--- src/rtl/pic_pkg.sv ---
// pic_pkg: shared types and constants for the PIC control logic.
//   pic_state_t     - interrupt-service state machine encoding
//   OCW2 commands   - decoded from ocw2[7:5] (R, SL, EOI)
//   SPURIOUS_LEVEL  - level reported when INTA arrives with nothing to serve
//   prio_rank()     - distance of a level from the current highest priority
//   level_mask()    - one-hot mask for a 3-bit level
package pic_pkg;

    localparam int N_IR = 8;

    typedef enum logic [1:0] {
        IDLE = 2'd0,
        REQ  = 2'd1,
        ACK1 = 2'd2,
        ACK2 = 2'd3
    } pic_state_t;

    localparam logic [2:0] NS_EOI       = 3'b001;
    localparam logic [2:0] S_EOI        = 3'b011;
    localparam logic [2:0] ROT_NS_EOI   = 3'b101;
    localparam logic [2:0] ROT_S_EOI    = 3'b111;
    localparam logic [2:0] SET_PRIO     = 3'b110;
    localparam logic [2:0] ROT_AEOI_SET = 3'b100;
    localparam logic [2:0] ROT_AEOI_CLR = 3'b000;

    localparam logic [2:0] SPURIOUS_LEVEL = 3'd7;

    // Rank 0 is the highest priority, i.e. level (prio_low + 1) mod 8.
    function automatic logic [2:0] prio_rank(input logic [2:0] level,
                                             input logic [2:0] prio_low);
        return level - prio_low - 3'd1;
    endfunction

    function automatic logic [7:0] level_mask(input logic [2:0] level);
        return 8'b0000_0001 << level;
    endfunction

endpackage

--- src/rtl/pic_priority_resolver.sv ---
// pic_priority_resolver: combinational rotating-priority encoder.
//   req_vec  in  8  candidate bits (request or in-service)
//   prio_low in  3  lowest-priority level; (prio_low+1) mod 8 is highest
//   valid    out 1  any bit of req_vec set
//   level    out 3  highest-priority set level (SPURIOUS_LEVEL when !valid)
module pic_priority_resolver
    import pic_pkg::*;
(
    input  logic [7:0] req_vec,
    input  logic [2:0] prio_low,
    output logic       valid,
    output logic [2:0] level
);

    logic [2:0] idx;

    // Walk from lowest to highest priority so the last hit is the winner.
    always_comb begin
        valid = 1'b0;
        level = SPURIOUS_LEVEL;
        idx   = '0;
        for (int k = 7; k >= 0; k--) begin
            idx = prio_low + 3'd1 + 3'(k);
            if (req_vec[idx]) begin
                valid = 1'b1;
                level = idx;
            end
        end
    end

endmodule

--- src/rtl/pic_control_logic.sv ---
// pic_control_logic: IRR/ISR bookkeeping, rotating priority resolution,
// INT generation and the two-pulse INTA vector handshake of an 8259-style PIC.
//   clk, rst_n      clock, asynchronous active-low reset
//   ir[7:0]         interrupt request lines
//   inta_n          CPU interrupt acknowledge (active low)
//   icw1_wr         re-initialise strobe; ltim selects level/edge trigger
//   vec_base[4:0]   vector base; aeoi enables automatic EOI
//   init_done       initialisation complete (IRR held clear until set)
//   imr[7:0]        interrupt mask (1 = masked)
//   ocw2_wr, ocw2   OCW2 command strobe and byte
//   int_o           interrupt request to the CPU
//   irr, isr        request / in-service registers for read-back
//   vec, vec_oe     vector byte and its bus-drive enable
module pic_control_logic
    import pic_pkg::*;
(
    input  logic       clk,
    input  logic       rst_n,
    input  logic [7:0] ir,
    input  logic       inta_n,
    input  logic       icw1_wr,
    input  logic       ltim,
    input  logic [4:0] vec_base,
    input  logic       aeoi,
    input  logic       init_done,
    input  logic [7:0] imr,
    input  logic       ocw2_wr,
    input  logic [7:0] ocw2,
    output logic       int_o,
    output logic [7:0] irr,
    output logic [7:0] isr,
    output logic [7:0] vec,
    output logic       vec_oe
);

    pic_state_t state, state_next;

    logic [7:0] ir_prev;
    logic       inta_d;
    logic [2:0] prio_low;
    logic       rot_aeoi;
    logic [2:0] win_lvl, win_lvl_next;
    logic       win_spur, win_spur_next;

    logic       int_next, vec_oe_next;
    logic [7:0] vec_next;
    logic [7:0] ack_set, aeoi_clr, eoi_clr, irr_next;
    logic       aeoi_rot;
    logic       prio_wr, rot_set, rot_clr;
    logic [2:0] prio_val;

    logic [7:0] req;
    logic       req_valid, isr_valid;
    logic [2:0] req_lvl, isr_lvl;
    logic       cond;
    logic       inta_fall, inta_rise;
    logic [2:0] ocw_cmd, ocw_lvl;
    logic       unused_ocw2;

    assign req         = irr & ~imr;
    assign ocw_cmd     = ocw2[7:5];
    assign ocw_lvl     = ocw2[2:0];
    assign unused_ocw2 = ^ocw2[4:3];

    pic_priority_resolver u_req_res (
        .req_vec  (req),
        .prio_low (prio_low),
        .valid    (req_valid),
        .level    (req_lvl)
    );

    pic_priority_resolver u_isr_res (
        .req_vec  (isr),
        .prio_low (prio_low),
        .valid    (isr_valid),
        .level    (isr_lvl)
    );

    // A request is worth raising INT only if it outranks everything in service.
    assign cond = req_valid &&
                  (!isr_valid || (prio_rank(req_lvl, prio_low) < prio_rank(isr_lvl, prio_low)));

    assign inta_fall = inta_d & ~inta_n;
    assign inta_rise = ~inta_d & inta_n;

    // INTA handshake: int_o stays high in REQ until the CPU's first INTA
    // falling edge, which freezes the winning level. The second falling edge
    // loads vec and raises vec_oe; vec is valid on the bus exactly while
    // vec_oe is high, and the following INTA rising edge drops vec_oe and
    // ends the cycle.
    always_comb begin
        state_next    = state;
        int_next      = int_o;
        vec_oe_next   = vec_oe;
        vec_next      = vec;
        win_lvl_next  = win_lvl;
        win_spur_next = win_spur;
        ack_set       = '0;
        aeoi_clr      = '0;
        aeoi_rot      = 1'b0;
        case (state)
            IDLE: begin
                if (inta_fall) begin
                    // Unsolicited acknowledge: answer with the spurious level.
                    win_lvl_next  = SPURIOUS_LEVEL;
                    win_spur_next = 1'b1;
                    state_next    = ACK1;
                end else if (cond) begin
                    int_next   = 1'b1;
                    state_next = REQ;
                end
            end
            REQ: begin
                if (inta_fall) begin
                    int_next   = 1'b0;
                    state_next = ACK1;
                    if (cond) begin
                        win_lvl_next  = req_lvl;
                        win_spur_next = 1'b0;
                        ack_set       = level_mask(req_lvl);
                    end else begin
                        win_lvl_next  = SPURIOUS_LEVEL;
                        win_spur_next = 1'b1;
                    end
                end else if (!cond) begin
                    int_next   = 1'b0;
                    state_next = IDLE;
                end
            end
            ACK1: begin
                if (inta_fall) begin
                    vec_next    = {vec_base, win_lvl};
                    vec_oe_next = 1'b1;
                    state_next  = ACK2;
                end
            end
            ACK2: begin
                if (inta_rise) begin
                    vec_oe_next = 1'b0;
                    state_next  = IDLE;
                    if (aeoi && !win_spur) begin
                        aeoi_clr = level_mask(win_lvl);
                        aeoi_rot = rot_aeoi;
                    end
                end
            end
            default: state_next = IDLE;
        endcase
    end

    // OCW2 decode. Non-specific forms act on the highest-priority ISR bit and
    // do nothing at all when ISR is empty.
    always_comb begin
        eoi_clr  = '0;
        prio_wr  = 1'b0;
        prio_val = prio_low;
        rot_set  = 1'b0;
        rot_clr  = 1'b0;
        if (ocw2_wr) begin
            case (ocw_cmd)
                NS_EOI: begin
                    if (isr_valid) eoi_clr = level_mask(isr_lvl);
                end
                S_EOI: eoi_clr = level_mask(ocw_lvl);
                ROT_NS_EOI: begin
                    if (isr_valid) begin
                        eoi_clr  = level_mask(isr_lvl);
                        prio_wr  = 1'b1;
                        prio_val = isr_lvl;
                    end
                end
                ROT_S_EOI: begin
                    eoi_clr  = level_mask(ocw_lvl);
                    prio_wr  = 1'b1;
                    prio_val = ocw_lvl;
                end
                SET_PRIO: begin
                    prio_wr  = 1'b1;
                    prio_val = ocw_lvl;
                end
                ROT_AEOI_SET: rot_set = 1'b1;
                ROT_AEOI_CLR: rot_clr = 1'b1;
                default: ;
            endcase
        end
    end

    // Edge mode: a bit needs a fresh 0->1 to set and drops as soon as the line
    // goes low; acknowledge clears win over any set in the same cycle.
    always_comb begin
        irr_next = '0;
        if (init_done) begin
            if (ltim) irr_next = ir & ~ack_set;
            else      irr_next = (irr | (ir & ~ir_prev)) & ir & ~ack_set;
        end
    end

    always_ff @(posedge clk or negedge rst_n) begin
        if (!rst_n) begin
            state    <= IDLE;
            int_o    <= 1'b0;
            irr      <= '0;
            isr      <= '0;
            vec      <= '0;
            vec_oe   <= 1'b0;
            prio_low <= 3'd7;
            rot_aeoi <= 1'b0;
            ir_prev  <= 8'hFF;
            win_lvl  <= SPURIOUS_LEVEL;
            win_spur <= 1'b1;
        end else if (icw1_wr) begin
            state    <= IDLE;
            int_o    <= 1'b0;
            irr      <= '0;
            isr      <= '0;
            vec      <= '0;
            vec_oe   <= 1'b0;
            prio_low <= 3'd7;
            rot_aeoi <= 1'b0;
            ir_prev  <= 8'hFF;
            win_lvl  <= SPURIOUS_LEVEL;
            win_spur <= 1'b1;
        end else begin
            state    <= state_next;
            int_o    <= int_next;
            irr      <= irr_next;
            // EOI clears apply before the acknowledge set, so set wins.
            isr      <= (isr & ~eoi_clr & ~aeoi_clr) | ack_set;
            vec      <= vec_next;
            vec_oe   <= vec_oe_next;
            ir_prev  <= ir;
            win_lvl  <= win_lvl_next;
            win_spur <= win_spur_next;
            if (aeoi_rot)     prio_low <= win_lvl;
            else if (prio_wr) prio_low <= prio_val;
            if (rot_set)      rot_aeoi <= 1'b1;
            else if (rot_clr) rot_aeoi <= 1'b0;
        end
    end

    always_ff @(posedge clk or negedge rst_n) begin
        if (!rst_n) inta_d <= 1'b1;
        else        inta_d <= inta_n;
    end

endmodule

--- config.mk ---
export PLATFORM = sky130hd
export DESIGN_NAME = pic_control_logic
export DESIGN_NICKNAME = d
export VERILOG_FILES = /design/src/rtl/pic_pkg.sv /design/src/rtl/pic_priority_resolver.sv /design/src/rtl/pic_control_logic.sv
export SDC_FILE = /design/constraint.sdc
export NUM_CORES = 1
export LEC_CHECK = 0
export ABC_AREA = 1
export CAP_MARGIN = 25
export CORE_ASPECT_RATIO = 1.1
export CORE_UTILIZATION = 40
export CTS_CLUSTER_DIAMETER = 80
export DETAILED_ROUTE_END_ITERATION = 8
export PLACE_DENSITY = 0.63
export RECOVER_POWER = 25
export SLEW_MARGIN = 20
export SYNTH_ARGS = -nofsm -noshare
export SYNTH_HDL_FRONTEND = slang
export SYNTH_SLANG_ARGS = --single-unit
--- constraint.sdc ---
create_clock -name clk -period 4.9 [get_ports clk]
set_input_delay 1.47 -clock clk [delete_from_list [all_inputs] [get_ports clk]]
set_output_delay 1.47 -clock clk [all_outputs]
set_load 0.02 [all_outputs]
After elaboration in Yosys (flattened, before gate mapping):

Index checks and enable logic that the tools add are counted.

* output and inout bits: 26
* bits in registers: 45

* mux-type cells: 127
* shifts and indexed selects: 4
* reduce and logical (&&, ||, !) cells: 24
* equal/unequal tests: 18
* bitwise logic cells: 18
* $lt $le $gt $ge: 9
* add/subtract/negate cells: 12

Operators with widths (count)
* 8-bit 2-to-1 mux: 16
* 3-bit 2-to-1 mux: 25
* 8-bit bitwise AND: 7
* 1-bit 2-to-1 mux: 55
* 1-bit binary-select mux with 3-bit select: 16
* 8-bit inverter: 5
* 3-bit by 4-bit < comparator with 1-bit output (second input constant): 8
* 1-bit by 3-bit left shift with 8-bit output (first input constant): 4
* 3-bit != test (second input constant): 6
* 8-bit OR: 2
* 8-bit case mux with 2 select lines: 1
* 3-bit nonzero test: 5
* 2-bit 2-to-1 mux: 7
* 3-bit adder (second input constant): 4
* 3-bit == test (second input constant): 4
* 4-bit != test (second input constant): 3
* 3-bit case mux with 2 select lines: 2
* 4-bit AND reduction: 3
* 1-bit case mux with 2 select lines: 4
* 2-bit case mux with 4 select lines: 1
* 3-bit by 1-bit adder with 3-bit output (second input constant): 2
* 3-bit by 2-bit adder with 3-bit output (second input constant): 2
* 3-bit AND reduction: 2
* 2-bit OR reduction: 3
* 17 further kinds: 25

Longest topological paths before layout:

* depth after elaboration: 25
* mapped depth: 37
* mapped depth without buffers: 33

Modules after synthesis:

Synthesis repeated with hierarchy kept, for this count alone.

* cells, all modules: 653
* area, all modules: 4167.7 um2

By module, submodules not included
* pic_control_logic: cells an instance 347, times used 1, area an instance 2691.3 um2, sequential area each 1146.1 um2
* pic_priority_resolver: cells an instance 153, times used 2, area an instance 738.2 um2, sequential area each 0.0 um2

Worst setup path after synthesis:

No wires, ideal clock.

* path kind: in2reg
* start: input imr[2]
* end: register irr[0]
* required time: 4.786 ns
* setup slack: 0.220 ns
* arrival: 4.566 ns
* path buffers: 0
* cell stages on the path: 27
* cells stage by stage: nor2_1 > nand2_1 > nand3_1 > nand3_1 > nand2_2 > inv_2 > a21oi_1 > nor2_1 > o21bai_2 > nand3_2 > nand2_4 > inv_2 > ha_1 > fa_1 > xor2_1 > xor2_1 > ha_1 > a21oi_1 > nand2_1 > nand2_2 > nand3_2 > nor2_2 > inv_2 > a21oi_4 > nand2_1 > nand3_1 > inv_1

* longest elaborated chain between the ends: 25
* elaborated cells on any way between the ends: 49
* those cells by class: add/sub (2); order compare (1); shift (1); mux (38); bitwise (5); reduce/logical (2)

RTL lines
* start: declaration: RTL line pic_control_logic.sv:26 `input logic [7:0] imr,`
* 8-bit inverter (*): RTL line pic_control_logic.sv:60 `assign req = irr & ~imr;`
* 8-bit bitwise AND (*): RTL line pic_control_logic.sv:60
* 1-bit binary-select mux with 3-bit select: RTL line pic_priority_resolver.sv:24 `if (req_vec[idx]) begin`
* 1-bit 2-to-1 mux (implied by the code): RTL line pic_priority_resolver.sv:24
* 3-bit 2-to-1 mux (8 in series): RTL line pic_priority_resolver.sv:24
* 3-bit subtractor: RTL line pic_pkg.sv:31 `return level - prio_low - 3'd1;`
* 3-bit by 1-bit subtractor with 3-bit output: RTL line pic_pkg.sv:31
* 3-bit < comparator: RTL line pic_control_logic.sv:81 `(!isr_valid || (prio_rank(req_lvl, prio_low) < prio_rank(isr_lvl, prio_low)));`
* (+2 left out)
* 8-bit 2-to-1 mux (*): RTL line pic_control_logic.sv:117 `if (cond) begin`
* 8-bit 2-to-1 mux (*): RTL line pic_control_logic.sv:114 `if (inta_fall) begin`
* 8-bit 2-to-1 mux (*): RTL line pic_control_logic.sv:101 `case (state)`
* 8-bit inverter (*): RTL line pic_control_logic.sv:193, pic_control_logic.sv:194
* 8-bit bitwise AND, on equally long branches: RTL line pic_control_logic.sv:194, pic_control_logic.sv:193
* 8-bit 2-to-1 mux (*): RTL line pic_control_logic.sv:193 `if (ltim) irr_next = ir & ~ack_set;`
* 8-bit 2-to-1 mux (*): RTL line pic_control_logic.sv:192 `if (init_done) begin`
* 8-bit 2-to-1 mux (*): RTL line pic_control_logic.sv:211 `end else if (icw1_wr) begin`
* end signal: assignment: RTL line pic_control_logic.sv:226 `irr <= irr_next;`
* end: declaration: RTL line pic_control_logic.sv:30 `output logic [7:0] irr,`

Mark *: on every way between the ends. The rest lies on a longest branch, timed or not. The select of a mux whose other input is x is not followed.
A chain may end at the register's enable or synchronous reset.

Worst setup path after layout:

* start: input imr[6]
* end: register isr[0]

* longest elaborated chain between the ends: 22
* elaborated cells on any way between the ends: 45
* those cells by class: add/sub (2); order compare (1); shift (1); mux (36); bitwise (3); reduce/logical (2)

RTL lines
* 8-bit inverter (*): RTL line pic_control_logic.sv:60
* 8-bit bitwise AND (*): RTL line pic_control_logic.sv:60
* 1-bit binary-select mux with 3-bit select: RTL line pic_priority_resolver.sv:24
* 1-bit 2-to-1 mux (implied by the code): RTL line pic_priority_resolver.sv:24
* 3-bit 2-to-1 mux (8 in series): RTL line pic_priority_resolver.sv:24
* 3-bit subtractor: RTL line pic_pkg.sv:31
* 3-bit by 1-bit subtractor with 3-bit output: RTL line pic_pkg.sv:31
* 3-bit < comparator: RTL line pic_control_logic.sv:81
* 1-bit logical OR: RTL line pic_control_logic.sv:81
* 1-bit logical AND: RTL line pic_control_logic.sv:80 `assign cond = req_valid &&`
* 8-bit 2-to-1 mux (*): RTL line pic_control_logic.sv:117
* 8-bit 2-to-1 mux (*): RTL line pic_control_logic.sv:114
* 8-bit 2-to-1 mux (*): RTL line pic_control_logic.sv:101
* 8-bit OR (*): RTL line pic_control_logic.sv:228 `isr <= (isr & ~eoi_clr & ~aeoi_clr) | ack_set;`
* 8-bit 2-to-1 mux (*): RTL line pic_control_logic.sv:211
* end signal: assignment: RTL line pic_control_logic.sv:228
* end: declaration: RTL line pic_control_logic.sv:31 `output logic [7:0] isr,`

Marks and branches as above.

==> results.sh <==
export IMPL_grt_pass1_vias=4317
export IMPL_pwr_share_seq=0.107
export IMPL_synthTopCellsByCount="nand2_1, inv_1, nand3_1, nor2_1, a21oi_1"
export IMPL_via_count=4426
export IMPL_viasPerCell=5.105
export IMPL_avgSynthCellArea_sq_um=6.327
export IMPL_grt_overflow_total=0
export IMPL_rows=38
export IMPL_gp_congestion=0.8710
export IMPL_rsz0062_at_grt="yes"
export IMPL_synthToLayoutAreaGrowth_pct=37.90
export IMPL_placed_area_sq_um=4928
export IMPL_hold_buffers=0
export IMPL_yosys_area_share_simple=0.4450
export IMPL_grt_max_degree=46
export IMPL_ys_seq_area_frac=0.2853
export IMPL_finClkSkew_ps=5.114
export IMPL_worst_slew_pin_slew_ps=2403
export IMPL_synth_area_top_cells="nand2_1, dfrtp_1, dfstp_2, nand3_1, inv_1"
export IMPL_maxCapViolCount=1
export IMPL_drt_wl_total_mm=12.01
export IMPL_clock_sinks=45
export IMPL_min_delay_path_class="register to register"
export IMPL_die_area_sq_um=10450
export IMPL_synth_mux_area_fraction=0
export IMPL_synth_seq_cells=45
export IMPL_status="finished with violations"
export IMPL_netlist_instances=635
export IMPL_drtIter0Drc=182
export IMPL_yosys_most_used_dff="dfrtp_1"
export IMPL_fin_crit_sh=0.9617
export IMPL_clk_pin_slew_worst_paths_ps=80
export IMPL_fin_area_sq_um=5540
export IMPL_n_antenna_cell=0
export IMPL_drv_slew=46
export IMPL_synth_compound_area_share=0.1087
export IMPL_die_w_um=97.56
export IMPL_cts_made_buffers=5
export IMPL_min_from="win_spur"
export IMPL_async_reset_ff_frac=1.000
export IMPL_worstPathArrival_ps=4920
export IMPL_drc=0
export IMPL_initial_utilization=0.4102
export IMPL_critical_path_startpoint_type="input port"
export IMPL_synth_edf_count=0
export IMPL_r2r_start="prio_low[0]"
export IMPL_power_share_switching=0.5337
export IMPL_p_per_area_nw_per_um2=825.8
export IMPL_yosys_warnings=0
export IMPL_p_int_mw=2.133
export IMPL_port_buffers=60
export IMPL_holdWs_ps=473.9
export IMPL_worst_slack_ps=187.9
export IMPL_synth_most_common_cell="nand2_1"
export IMPL_power_frac_comb=0.841
export IMPL_final_util=0.5657
export IMPL_relSlewSlack=-0.6018
export IMPL_path_class="input port to register"
export IMPL_drt_wirelength_per_cell_um=13.86
export IMPL_cts_tree="yes"
export IMPL_synth_top_family_by_area="simple AND/OR/NAND/NOR gates"
export IMPL_required_ps=5110
export IMPL_synth_top_area_cell="nand2_1"
export IMPL_crit_path_start="imr[6]"
export IMPL_pwr_share_clk=0.051
export IMPL_p_sw_mw=2.442
export IMPL_synth_top_area_frac=0.1981
export IMPL_grt_pass1_wl_mm=19.49
export IMPL_die_height_um=107.1
export IMPL_period_needed_ps=4712
export IMPL_antenna_found_initial=0
export IMPL_layout_drive_gt1_share=0.3025
export IMPL_synth_adder_area_share=0.02865
export IMPL_io_pins=63
export IMPL_setup_tns_ps=0
export IMPL_crit_path_end_kind="register"
export IMPL_syn_nets=680
export IMPL_fmax_mhz=212.2
export IMPL_synthXorXnorAreaFrac=0.008720
export IMPL_violations="max-capacitance violations, max-slew violations"
export IMPL_ir_drop_mv=0.5279
export IMPL_hold_viol=0
export IMPL_dp_slack_ps=-545.3
export IMPL_leakage_nw=2.802
export IMPL_track_usage=0.2293
export IMPL_antenna_left=0
export IMPL_root_buffer="clkbuf_8"
export IMPL_cts_htree_levels=2
export IMPL_final_nets=791
export IMPL_hpwl_mm=9.196
export IMPL_finalSetupViolations=0
export IMPL_synth_cell_area_sq_um=4018
export IMPL_clk_insertion_delay_late_ps=300
export IMPL_firstDrtPassIters=5
export IMPL_core_area_sq_um=9794
export IMPL_critPathMaxFanout=6
export IMPL_synth_cell_types=42
export IMPL_cts_max_path_buffers=2
[registers in the layout (all words and copies together) (netlist names), 2 cells and up]
register and flops:
ir_prev 8, irr 8, isr 8, vec 8, prio_low 3, win_lvl 3, state 2
[layout by cell type (no fill, tap or decap), drive strengths merged, types with 4 or more instances in the layout]
master and count:
nand2 235, inv 93, nand3 89, buf 67
clkdlybuf4s50 51, nor2 48, a21oi 39, dfrtp 29
o21ai 22, dfstp 16, clkbuf 11, nand4 8
or2 6, ha 6, nor3 4, o22ai 4
xor2 4
[logic make-up (layout without fill, tap and decap cells)]
group | after synthesis | count (layout)
and+or+nand+nor | 392 | 392
adders and majority gates | 8 | 8
xor gates and xnor gates | 4 | 4
buffers and inverters | 110 | 222
AOI/OAI and AO/OA | 76 | 76
DFF | 45 | 45
[per-stage QoR]
stage	power [mW]	cells
floorplan	2.709	635
global placement	3.583	837
detailed placement	3.664	838
CTS	4.200	860
global route	4.999	867
finish	4.575	867
[routing by layer]
layer | global-route usage | part of all wire | up-vias | routed length [um]
li1 | - | - | 2244 | -
met1 | 0.2793 | 0.43 | 2055 | 5173
met2 | 0.4216 | 0.51 | 102 | 6144
met3 | 0.01956 | 0.032 | 25 | 381
met4 | 0.08193 | 0.026 | 0 | 314
met5 | 0 | 0 | - | 0
[power groups by stage]
stage | Combinational [mW] | Clock (mW) | Sequential [mW]
floorplan | 2.21 | 0 | 0.495
global placement | 3.09 | 0 | 0.494
finish | 3.85 | 0.234 | 0.491
global route | 4.25 | 0.253 | 0.498
CTS | 3.47 | 0.240 | 0.489
detailed placement | 3.17 | 0 | 0.495
[final cells by class]
class                      instances  area [sq um]
tap                              120         150.1
multi-input combinational        480          2714
sequential                        45          1146
timing repair buffer             121          1066
inverter                          93         374.1
fill                             961          4254
clock buffer                       8         90.09
[worst max-delay path: stages]
cell and delay (ps):
buf_6 90, nor2_4 120, nand2_2 70, nand3_2 60
o21a_1 170, nand2_2 110, nand2_4 110, a21oi_4 60
nor2_4 100, o21bai_4 70, nand2_1 80, nand2_2 60
nand2_4 70, inv_4 40, ha_4 140, fa_2 350
xor2_2 180, xor2_1 140, ha_1 330, a21oi_2 150
nand2_1 80, nand2_2 80, nand3_2 100, nor2_2 100
inv_2 70, a21oi_4 240, nand2_2 120, a21oi_2 140
[path summary, 6_finish.rpt]
check	slack, ps	depth (start not counted)	end
min in group asynchronous	1900	1	state[1]
worst max register to register	290	31	isr[0]
worst min register to register	470	2	win_spur
worst max-delay path	190	28	isr[0]
max in group asynchronous	1640	1	isr[7]
worst min-delay path	470	2	win_spur
[timing repair]
item / CTS / global route
endpoints found under the setup margin: 22 / 22
buffers inserted: 14 / 10
pin swaps: 34 / 40
resized for setup: 54 / 79
Note: power is estimated with default switching activity, not from simulation.
